--- src/rtl/serial_sub_ctrl.sv ---
// Bit-serial unsigned subtractor: one result bit per clock, LSB first,
// carrying a registered borrow between bits; result and final borrow held until the next run completes.
module serial_sub_ctrl #(
    parameter int WIDTH = 8
) (
    input  logic             clk,
    input  logic             rst_n,
    input  logic             start,
    input  logic [WIDTH-1:0] a,
    input  logic [WIDTH-1:0] b,
    output logic             busy,
    output logic             done,
    output logic [WIDTH-1:0] diff,
    output logic             borrow_out
);

    localparam int IW = (WIDTH > 1) ? $clog2(WIDTH) : 1;
    localparam logic [IW-1:0] LAST_IDX = IW'(WIDTH - 1);

    typedef enum logic [1:0] {
        IDLE,
        RUN,
        DONE
    } state_t;

    state_t             state_reg, state_next;
    logic [WIDTH-1:0]   a_reg, a_next;
    logic [WIDTH-1:0]   b_reg, b_next;
    logic [WIDTH-1:0]   res_reg, res_next;
    logic               br_reg, br_next;
    logic [IW-1:0]      idx_reg, idx_next;
    logic [WIDTH-1:0]   diff_reg, diff_next;
    logic               borrow_reg, borrow_next;

    logic               bit_a, bit_b, bit_d, bit_br;

    always_ff @(posedge clk or negedge rst_n) begin
        if (!rst_n) begin
            state_reg  <= IDLE;
            a_reg      <= '0;
            b_reg      <= '0;
            res_reg    <= '0;
            br_reg     <= 1'b0;
            idx_reg    <= '0;
            diff_reg   <= '0;
            borrow_reg <= 1'b0;
        end else begin
            state_reg  <= state_next;
            a_reg      <= a_next;
            b_reg      <= b_next;
            res_reg    <= res_next;
            br_reg     <= br_next;
            idx_reg    <= idx_next;
            diff_reg   <= diff_next;
            borrow_reg <= borrow_next;
        end
    end

    // Full-subtractor cell for the bit currently selected by the index.
    assign bit_a  = a_reg[idx_reg];
    assign bit_b  = b_reg[idx_reg];
    assign bit_d  = bit_a ^ bit_b ^ br_reg;
    assign bit_br = (~bit_a & bit_b) | (~(bit_a ^ bit_b) & br_reg);

    always_comb begin
        state_next  = state_reg;
        a_next      = a_reg;
        b_next      = b_reg;
        res_next    = res_reg;
        br_next     = br_reg;
        idx_next    = idx_reg;
        diff_next   = diff_reg;
        borrow_next = borrow_reg;

        case (state_reg)
            IDLE: begin
                if (start) begin
                    state_next = RUN;
                    a_next     = a;
                    b_next     = b;
                    res_next   = '0;
                    br_next    = 1'b0;
                    idx_next   = '0;
                end
            end
            RUN: begin
                res_next[idx_reg] = bit_d;
                br_next           = bit_br;
                // The last bit goes straight into diff so no extra cycle is needed.
                if (idx_reg == LAST_IDX) begin
                    state_next  = DONE;
                    diff_next   = res_next;
                    borrow_next = bit_br;
                end else begin
                    idx_next = idx_reg + 1'b1;
                end
            end
            DONE: begin
                state_next = IDLE;
            end
            default: begin
                state_next = IDLE;
            end
        endcase
    end

    assign busy       = (state_reg != IDLE);
    assign done       = (state_reg == DONE);
    assign diff       = diff_reg;
    assign borrow_out = borrow_reg;

endmodule

--- config.mk ---
export PLATFORM = sky130hd
export DESIGN_NAME = serial_sub_ctrl
export DESIGN_NICKNAME = d
export VERILOG_FILES = /design/src/rtl/serial_sub_ctrl.sv
export SDC_FILE = /design/constraint.sdc
export NUM_CORES = 1
export LEC_CHECK = 0
export ABC_AREA = 1
export BUFFER_PORTS_ARGS = -buffer_cell sky130_fd_sc_hd__clkbuf_2
export CORE_ASPECT_RATIO = 0.75
export CORE_UTILIZATION = 55
export CTS_CLUSTER_SIZE = 30
export DETAILED_ROUTE_END_ITERATION = 12
export GPL_TIMING_DRIVEN = 0
export MAX_ROUTING_LAYER = met4
export PLACE_DENSITY = 0.78
export SETUP_SLACK_MARGIN = 0.15
export SLEW_MARGIN = 10
export SYNTH_ARGS = -nofsm -noshare
export SYNTH_HDL_FRONTEND = slang
export SYNTH_SLANG_ARGS = --single-unit
--- constraint.sdc ---
create_clock -name clk -period 2.9 [get_ports clk]
set_input_delay 0.145 -clock clk [delete_from_list [all_inputs] [get_ports clk]]
set_output_delay 0.145 -clock clk [all_outputs]
set_load 0.03 [all_outputs]
==> flow_summary.toml <==
[synthesis]
yosysTopAreaCellShare_pct = 51.6
synth_edf_count = 0
synth-seq-cells = 39
synth_cells = 233
async_flop_share_pct = 100
synth_nets = 255
yosysSeqAreaShare_pct = 51.6
avgSynthCellArea_um2 = 8.12
yosys-top-cells-area = "dfrtp_1 (52%), nand2_1 (20%), inv_1 (4.4%)"
ys_types = 25
yosysWarnings = 0
ys.flop_type = "dfrtp_1"
synth_area_mm2 = 0.00189
synth_top_cell_by_area = "dfrtp_1"

[floorplan]
initial_utilization_pct = 57.5
num_rows = 18
io_pins = 30
core_area_mm2 = 0.00329
die_h_um = 52.8
dieArea_mm2 = 0.00368
die_width_um = 69.7

[clock_network]
clock-root-buffer = "clkbuf_8"
clock_sinks = 39
cts_setup_buffers = 0
clk_pin_slew_ns = 0.07
cts_hold_buf = 0
cts_tree = "built"
clockBufferDepth = 2
cts_htree_levels = 2
cts-buffers-inserted = 5
clock_latency_ns = 0.29
cts_resized = 0

[power_and_ir_drop]
p_per_area_mw_per_mm2 = 1220
p_leak_nw = 1.21
irDropWorstVdd_mv = 0.663

[job]
maxCapViolCount = 0

[detailed_routing]
totalWireLength_um = 3620
ant_nets = 0
avgRoutedWirePerCell_um = 11.7
first_iter_violations = 111
drcViolationCount = 0
first_pass_iters = 4
vias = 1524
vias_per_cell = 4.92

[timing]
period_share_pct = 81.5
setup_viol = 0
fmax_mhz = 423
worstMarginPinSlew_ns = 0.966
setup_tns_ns = 0
rsz0062_at_grt = "no"
slew_viol_final = 0
skew_ns = 0.00608
hold_viol = 1
worst_hold_slack_ns = -0.0000638
timing.slew.headroom_pct = 35.6
min_period_ns = 2.36

[grt]
grt_max_degree = 40
grt_usage_pct = 23.0
antenna_found_initial = 0
grt.overflow.total = 0
grt_pass1_wl_um = 6180
grt_pass1_vias = 1429

[hold_path]
hold_class = "input port to asynchronous set/reset pin"

[cells_and_area]
final_nets = 291
diodes = 0
mostFrequentLayoutCell = "nand2_1"
fin_util_pct = 66.5
mostFrequentLayoutCells = "nand2_1 (100), dfrtp_1 (39), clkbuf_2 (29)"
synthToLayoutAreaGrowth_pct = 15.6
drive_gt1_share_pct = 20.4

[run_status]
violations = "negative hold slack"
status = "complete, but fails checks"

[placed_design]
numPortBuffers = 29
globalplace.congestion = 0.782
place_hpwl_um = 2570

[setup_path]
worstPathArrival_ns = 2.57
cp_max_fo = 10
startpoint_type = "flop"
worstPathRequired_ns = 3.10
cp-end-kind = "flop"
critPathKind = "flop to flop"
r2r_slack_ns = 0.54
layer usage:
metal,GRT usage [%],wire length (µm),up-vias
met1,30.8,1910,687
met3,5.58,135,5
li1,-,-,803
met5,-,0,-
met4,8.33,43,0
met2,34.8,1530,29
report_power, final:
group | switching [W] | internal (W) | total, W
Clock | 0.000179 | 0.000217 | 0.000396
Combinational | 0.000894 | 0.000436 | 0.00133
Sequential | 0.000139 | 0.000800 | 0.000939
critical path: stages (launching register included):
cell	delay [ns]
dfrtp_1	0.43
inv_2	0.09
buf_6	0.15
nand3_2	0.10
o21ai_0	0.08
nor2_1	0.12
nand2_1	0.09
fa_1	0.50
clkbuf_1	0.33
inv_1	0.10
nand3_1	0.12
nand3_1	0.07
o21ai_0	0.09
final cells by class:
class,count,area [µm²]
buffer,7,61.3
clock buffer,8,100
fill,285,1100
inverter,28,105
tap,40,50.0
multi-input combinational,159,749
sequential,39,976
timing repair buffer,29,145
cell families (layout without fill, tap and decap cells):
kind of cell,after synthesis,count (layout),synth area share (%)
compound gates,32,32,9.33
fa+ha+maj,3,3,2.38
buf+inv,35,72,8.80
flops,39,39,51.6
simple gates,124,124,27.9
stage by stage:
step                      std cells  instance area, µm²  total power [W]  hold slack (ns)  worst slack [ns]
final                           310                2190          0.00266       -0.0000638             0.537
after global routing            310                2190          0.00292           0.0545             0.264
after CTS                       310                2190          0.00267           0.0239             0.564
after detailed placement        302                2090          0.00227            0.335             0.602
after global placement          302                2090          0.00223            0.338             0.628
after floorplan                 233                1890          0.00194           -0.151             0.870
cell usage after synthesis (2+ instances only):
cell	count
o21bai_1	2
inv_2	6
o21ai_1	9
dfrtp_1	39
buf_6	4
nand3_1	10
nand3_2	2
o211ai_1	4
nor2_1	5
ha_1	2
inv_1	22
o21ai_0	16
nand2_1	100
final timing paths:
check,start,endpoint,cells after the start
setup / recovery,idx_reg[0]$_DFFE_PN0P_,res_reg[5]$_DFFE_PN0P_,12
min in group clk,b[7],b_reg[7]$_DFFE_PN0P_,3
hold / removal,rst_n,state_reg[0]$_DFFE_PN0P_,1
hold reg to reg,diff[2]$_DFFE_PN0P_,diff[2]$_DFFE_PN0P_,2
setup reg to reg,idx_reg[0]$_DFFE_PN0P_,res_reg[5]$_DFFE_PN0P_,12
max in group asynchronous,rst_n,diff[1]$_DFFE_PN0P_,1
(Power assumes the default switching activity.)
